### src/rtl/sat_divide_pipe.sv
// rtl/sat_divide_pipe.sv - pipelined restoring divider with divide-by-zero and saturation clamp
// One quotient bit per stage; the whole pipe advances together when the output slot is free.
module sat_divide_pipe #(
  parameter int IN_W   = 9,
  parameter int FRAC_W = 8,
  parameter int OUT_W  = 16,
  parameter int USER_W = 1
) (
  input  logic              i_clk,
  input  logic              i_rst,
  input  logic [IN_W-1:0]   i_delta,
  input  logic [IN_W-1:0]   i_value,
  input  logic [USER_W-1:0] i_user,
  input  logic              i_valid,
  output logic              o_ready,
  output logic [OUT_W-1:0]  o_data,
  output logic [IN_W-1:0]   o_value,
  output logic [USER_W-1:0] o_user,
  output logic              o_dbz,
  output logic              o_sat,
  output logic              o_valid,
  input  logic              i_ready
);

  localparam int Q_W = IN_W + FRAC_W;
  localparam int L   = Q_W - 1;

  logic en;
  assign en      = !o_valid || i_ready;
  assign o_ready = en;

  // Stage s holds the operand before quotient bit s is resolved. qn is a shared
  // shift register: unconsumed dividend bits on top, quotient bits filling from below.
  logic [Q_W-1:0]    vld;
  logic [Q_W-1:0]    qn    [Q_W];
  logic [IN_W-1:0]   dv    [Q_W];
  logic [USER_W-1:0] usr   [Q_W];
  logic [IN_W-1:0]   rem   [1:L];
  logic [IN_W:0]     trial [Q_W];
  logic [Q_W-1:0]    qbit;

  always_comb begin
    trial[0] = {{IN_W{1'b0}}, qn[0][Q_W-1]};
    for (int s = 1; s < Q_W; s++) begin
      trial[s] = {rem[s], qn[s][Q_W-1]};
    end
    qbit = '0;
    for (int s = 0; s < Q_W; s++) begin
      qbit[s] = (trial[s] >= {1'b0, dv[s]});
    end
  end

  always_ff @(posedge i_clk) begin
    if (i_rst) begin
      vld <= '0;
    end else if (en) begin
      vld <= {vld[Q_W-2:0], i_valid};
    end
  end

  // Payload registers only load behind a valid token, so bubbles never disturb them.
  always_ff @(posedge i_clk) begin
    if (en) begin
      if (i_valid) begin
        qn[0]  <= Q_W'(i_delta) << FRAC_W;
        dv[0]  <= i_value;
        usr[0] <= i_user;
      end
      for (int s = 1; s < Q_W; s++) begin
        if (vld[s-1]) begin
          rem[s] <= qbit[s-1] ? IN_W'(trial[s-1] - {1'b0, dv[s-1]}) : trial[s-1][IN_W-1:0];
          qn[s]  <= {qn[s-1][Q_W-2:0], qbit[s-1]};
          dv[s]  <= dv[s-1];
          usr[s] <= usr[s-1];
        end
      end
    end
  end

  logic [Q_W-1:0] q_fin;
  logic           dbz;
  logic           sat;

  assign q_fin = {qn[L][Q_W-2:0], qbit[L]};
  assign dbz   = (dv[L] == '0);
  assign sat   = !dbz && ((q_fin >> OUT_W) != '0);

  always_ff @(posedge i_clk) begin
    if (i_rst) begin
      o_valid <= 1'b0;
      o_data  <= '0;
      o_value <= '0;
      o_user  <= '0;
      o_dbz   <= 1'b0;
      o_sat   <= 1'b0;
    end else if (en) begin
      o_valid <= vld[L];
      if (vld[L]) begin
        o_data  <= (dbz || sat) ? '1 : q_fin[OUT_W-1:0];
        o_value <= dv[L];
        o_user  <= usr[L];
        o_dbz   <= dbz;
        o_sat   <= sat;
      end
    end
  end

endmodule

### config.mk
export PLATFORM = sky130hd
export DESIGN_NAME = sat_divide_pipe
export DESIGN_NICKNAME = d
export VERILOG_FILES = /design/src/rtl/sat_divide_pipe.sv
export SDC_FILE = /design/constraint.sdc
export NUM_CORES = 1
export LEC_CHECK = 0
export CORE_MARGIN = 5
export CORE_UTILIZATION = 34
export CTS_CLUSTER_DIAMETER = 200
export DETAILED_ROUTE_END_ITERATION = 6
export PLACE_DENSITY = 0.48
export SYNTH_ARGS = -nofsm -noshare
export SYNTH_HDL_FRONTEND = slang
export SYNTH_SLANG_ARGS = --single-unit
### constraint.sdc
create_clock -name i_clk -period 3.1 [get_ports i_clk]
set_clock_uncertainty 0.1 [all_clocks]
set_input_delay 0.31 -clock i_clk [delete_from_list [all_inputs] [get_ports i_clk]]
set_output_delay 0.31 -clock i_clk [all_outputs]
set_load 0.05 [all_outputs]
# Word level (Yosys, flattened, before mapping)
# Memories as Yosys holds them, arrays and structs flattened. A register that Yosys moved wholly into a read port is not among the register bits.
# Cells that the tools add are included.
dict set report totals {
  register_bits 45
  output_inout_bits 30
  elab_cells 118
  memories 4
  ramBits 603
  in_bits 23
}
# memory words word_bits rd rd_ports_with_merged_regs write_ports line_no
set memory_table {}
lappend memory_table {qn 17 17 17 0 17 35} ;# logic [Q_W-1:0] qn [Q_W];
lappend memory_table {dv 17 9 17 0 17 36} ;# logic [IN_W-1:0] dv [Q_W];
lappend memory_table {rem 16 9 16 0 16 38} ;# logic [IN_W-1:0] rem [1:L];
lappend memory_table {usr 17 1 17 1 17 37} ;# logic [USER_W-1:0] usr [Q_W];
dict set report classes {
  reduce_logical 7
  order_cmp 17
  addsub 16
  mux 68
}
# operator count
set ops {}
lappend ops {{10-bit by 9-bit greater-or-equal comparator with 1-bit output} 16}
lappend ops {{9-bit 2-to-1 mux} 16}
lappend ops {{9-bit subtractor} 15}
lappend ops {{1-bit 2-to-1 mux} 51}
lappend ops {{16-bit 2-to-1 mux} 1}
lappend ops {{1-bit by 9-bit greater-or-equal comparator with 1-bit output} 1}
lappend ops {{9-bit zero test} 1}
lappend ops {{1-bit by 9-bit subtractor with 9-bit output} 1}
lappend ops {{1-bit zero test} 2}
lappend ops {{1-bit logical OR} 2}
lappend ops {{2-bit AND reduction} 1}
lappend ops {{1-bit logical AND} 1}

# Depth between registers and ports, before layout
# An unclocked memory read counts as a cell.
dict set report depth {
  word_depth 6
  ltp_mapped 10
  depth_no_buf 9
}

# Least setup slack after synthesis
# OpenSTA, ideal clock, no wires.
dict set report synth_path {
  kind {reg2reg}
  from {reg o_valid}
  to {mem dv[16][0] (netlist: dv[0][144]), enable pin}
  path_slack_ns 0.088
  required_time_ns 2.610
  synth_period_minus_slack_ns 3.012
  setup_time_ns 0.390
  n_path_buf 3
  arrival_time_ns 2.522
  stages_incl_launch_ff 8
  path_cell_list {dfxtp_1 nor2b_1 buf_6 inv_2 buf_2 buf_1 nand2_1 inv_1}
}
# element line_no
set synth_rtl {}
lappend synth_rtl {{from (decl)} 21} ;# output logic o_valid,
lappend synth_rtl {{from (signal assigned)} 97} ;# o_valid <= vld[L];
lappend synth_rtl {{to (decl)} 36}

==> metrics.md <==
| Metric | Value |
|---|---|
| Post-Synth XOR/XNOR Area | `between 2 and 2.5%` |
| Post-cts hold buffer count | `0` |
| Hold WS | `around 0.15 ns` |
| Global-route wire length before repair | `77300 um` |
| Largest net degree at the start of global routing | `47` |
| Post-synth top area cell | `edfxtp_1` |
| CTS resizes | `0` |
| Main combinational cell family by area after synthesis | `compound AO/OA/AOI/OAI gates` |
| Critical R2R Launch | `qn[0][118]$_DFFE_PP_` |
| Worst Setup Start Kind | `flip-flop` |
| Congestion Overflow GR | `0` |
| FF-to-FF End | `rem[0][69]$_DFFE_PP_` |
| Via/cell ratio | `4.80` |
| CP endpoint kind | `flip-flop` |
| CTS tree | `yes` |
| Most frequent CP cell | `inv_1` |
| Cts bufs inserted | `60` |
| Crit path buffers/inverters | `2` |
| Status | `finished, final reports clean` |
| Vias | `between 10000 and 15000` |
| Commonest non-fill, non-tap cell in the layout | `edfxtp_1` |
| Clock Sinks | `around 540` |
| Starting Density | `34.2%` |
| Post-CTS Setup Bufs | `0` |
| Final hold violation count | `0` |
| Worst-path cell with the longest stage delay | `a41o_1` |
| Max IR drop VDD | `~0.00066 V` |
| Post-synth top flop | `edfxtp_1` |
| Synthesized Nets | `~2000` |
| Commonest cells after routing, fill and taps aside | `495 x edfxtp_1, 199 x inv_1, 145 x ha_1, 118 x nor2_1, 105 x nand2_1` |
| IO Count | `53` |
| R2R cell count | `9` |
| Die Span Y | `281 um` |
| Worst hold path class | `in -> reg` |
| Drt first pass iters | `5` |
| Crit path kind | `reg -> reg` |
| DR DRC count | `0` |
| WP data arrival | `roughly 3.0 ns` |
| Hold endpoint | `usr[0]$_DFFE_PP_` |
| Fraction of layout cells with a size suffix above 1 | `8.89%` |
| Crit share post-route | `90.1%` |
| Mux cell area share after synthesis | `4.42%` |
| Post-route antenna net violation count | `0` |
| Area Overhead vs Synth | `15.2%` |
| Routability cong. | `0.829` |
| CTS HTree Levels | `2` |
| # placed instances | `about 2900` |
| Pleak | `10.8 nW` |
| Setup TNS | `0 ns` |
| PwrDens | `roughly 540 mW/mm^2` |
| Placed instance area | `~0.027 mm^2` |
| Yosys top cell area share | `59.7%` |
| Syn_area_per_cell | `13.5 um^2` |
| Synth Area in Compound Gates | `approximately a tenth` |
| Per-cell routed wire length | `around 16 um` |
| Port Buffers | `between 50 and 60` |
| Vias in the first global route | `14500` |
| Required arrival time at the worst endpoint | `3.34 ns` |
| Hpwl dp | `approximately 35000 um` |
| Max Slew Vio Count | `0` |
| Tot Pwr | `15.4 mW` |
| DR iter-0 viols | `approximately 680` |
| Nets | `~2100` |
| Core area | `~0.073 mm^2` |
| Die Wd | `between 200 and 300 um` |
| Final setup vio count | `0` |
| Cell Chain, Critical Path | `inv_1 > ha_1 > inv_1 > fa_1 > a21o_1 > a21oi_1 > o21ai_1 > a41o_1 > mux2_1` |
| Filler cell count in the final layout | `about 7000` |
| Design area | `roughly 0.029 mm^2` |
| Synth Area in Adders | `under 10%` |
| CP max stage delay | `0.45 ns` |
| Rows | `between 90 and 100` |
| EDFF count, synth | `495` |
| CP delay by family, top | `compound AO/OA/AOI/OAI gates` |
| Gr usage total | `roughly an eighth` |
| Final min period | `between 2 and 3 ns` |
| Max-Cap Viols | `0` |
| Warnings, synthesis | `0` |
| CTS root buf | `clkbuf_16` |
| Slew HR | `about 30%` |
| Post-Syn Instances | `between 1500 and 2000` |
| Diode count | `0` |
| Synth top area cells | `edfxtp_1 60%, ha_1 7.3%, dfxtp_1 3.7%` |
| Initial antenna violation count | `0` |
| Die footprint | `around 0.079 mm^2` |
| Post-synth ARST share | `0%` |
| RSZ-0062 raised after global routing | `no` |
| Clock tree buffer depth | `3` |
| Hold depth | `1` |
| Critical path fanouts, max | `10` |
| Sequential area share after synthesis | `between 60 and 70%` |
| Cell variety after synth | `between 70 and 80` |
| Clk pin slew, worst setup/hold paths | `~0.060 ns` |
| Worst hold path startpoint | `i_user` |
| Fmax | `roughly 360 MHz` |
| Worst-margin pin slew | `between 1 and 1.5 ns` |
| Drt total wl | `~48000 um` |
| #FFs+latches synth | `between 500 and 600` |
| Internal reg-to-reg setup slack | `0.31 ns` |
| Worst-Skew Late Latency | `a little over 0.6 ns` |
| Critical path depth | `9` |
| Final std cells w/o fill | `2972` |
| Mapped cell area | `0.0249 mm^2` |
| Synth Area in Simple Gates | `under 10%` |
sequential cells by signal, summed over array words and instances (netlist names):
name,count
rem,144
o_user,1
vld,17
o_dbz,1
qn,181
o_sat,1
usr,17
dv,153
o_valid,1
o_value,9
o_data,16
routing by layer:
metal  vias to the layer above  share of wire, %  global-route usage (%)
met3                        82               3.3                    1.93
li1                       7075                 -                       -
met4                         0               2.3                    3.44
met2                       184                51                    21.3
met1                      6922                44                    15.1
met5                         -                 0                       0
logic make-up (layout without fill, tap and decap cells):
logic type                 Yosys count  after routing
muxes                               95             95
xor gates and xnor gates            62             62
and+or+nand+nor                    421            421
AOI/OAI and AO/OA                  346            346
DFF                                541            541
adders and majority gates          160            160
buffers and inverters              227            388
power breakdown:
group	internal (mW)	switching [mW]
registers	7.93	0.0245
clock network	4.35	2.88
logic	0.0946	0.117
worst max path at each step:
stage,to,from
floorplan,dv[0][144]$_DFFE_PP_,o_valid$_SDFFE_PP0N_
global placement,rem[0][69]$_DFFE_PP_,qn[0][118]$_DFFE_PP_
detailed placement,rem[0][69]$_DFFE_PP_,qn[0][118]$_DFFE_PP_
CTS,rem[0][69]$_DFFE_PP_,qn[0][118]$_DFFE_PP_
global route,rem[0][134]$_DFFE_PP_,dv[0][117]$_DFFE_PP_
finish,rem[0][69]$_DFFE_PP_,qn[0][118]$_DFFE_PP_
cell type report:
| cell class | instances | area (um^2) | area share [%] |
|---|---|---|---|
| sequential | 541 | 15800 | 55.0 |
| multi-input combinational | 1084 | 8240 | 28.7 |
| clock buffer | 72 | 1570 | 5.46 |
| tap | 959 | 1200 | 4.18 |
| inverter | 200 | 751 | 2.62 |
| timing repair buffer | 76 | 693 | 2.42 |
| clock inverter | 40 | 457 | 1.59 |
cells in the mapped netlist (all sizes together) (22+ instances only):
cell / instances
xnor2: 35
edfxtp: 495
o21ai: 56
nor2: 118
nor3: 32
o21a: 43
nor2b: 23
nand2: 106
ha: 145
inv: 200
dfxtp: 46
a21oi: 92
a211oi: 22
nand2b: 28
xor2: 27
mux2: 78
per-stage QoR:
stage	utilization [%]	setup WS (ns)
after global placement	36.6	0.298
final	39.4	0.306
after CTS	39.4	0.268
after detailed placement	36.6	0.286
after global routing	39.4	0.113
after floorplan	-	0.0882
(Power assumes the default switching activity.)
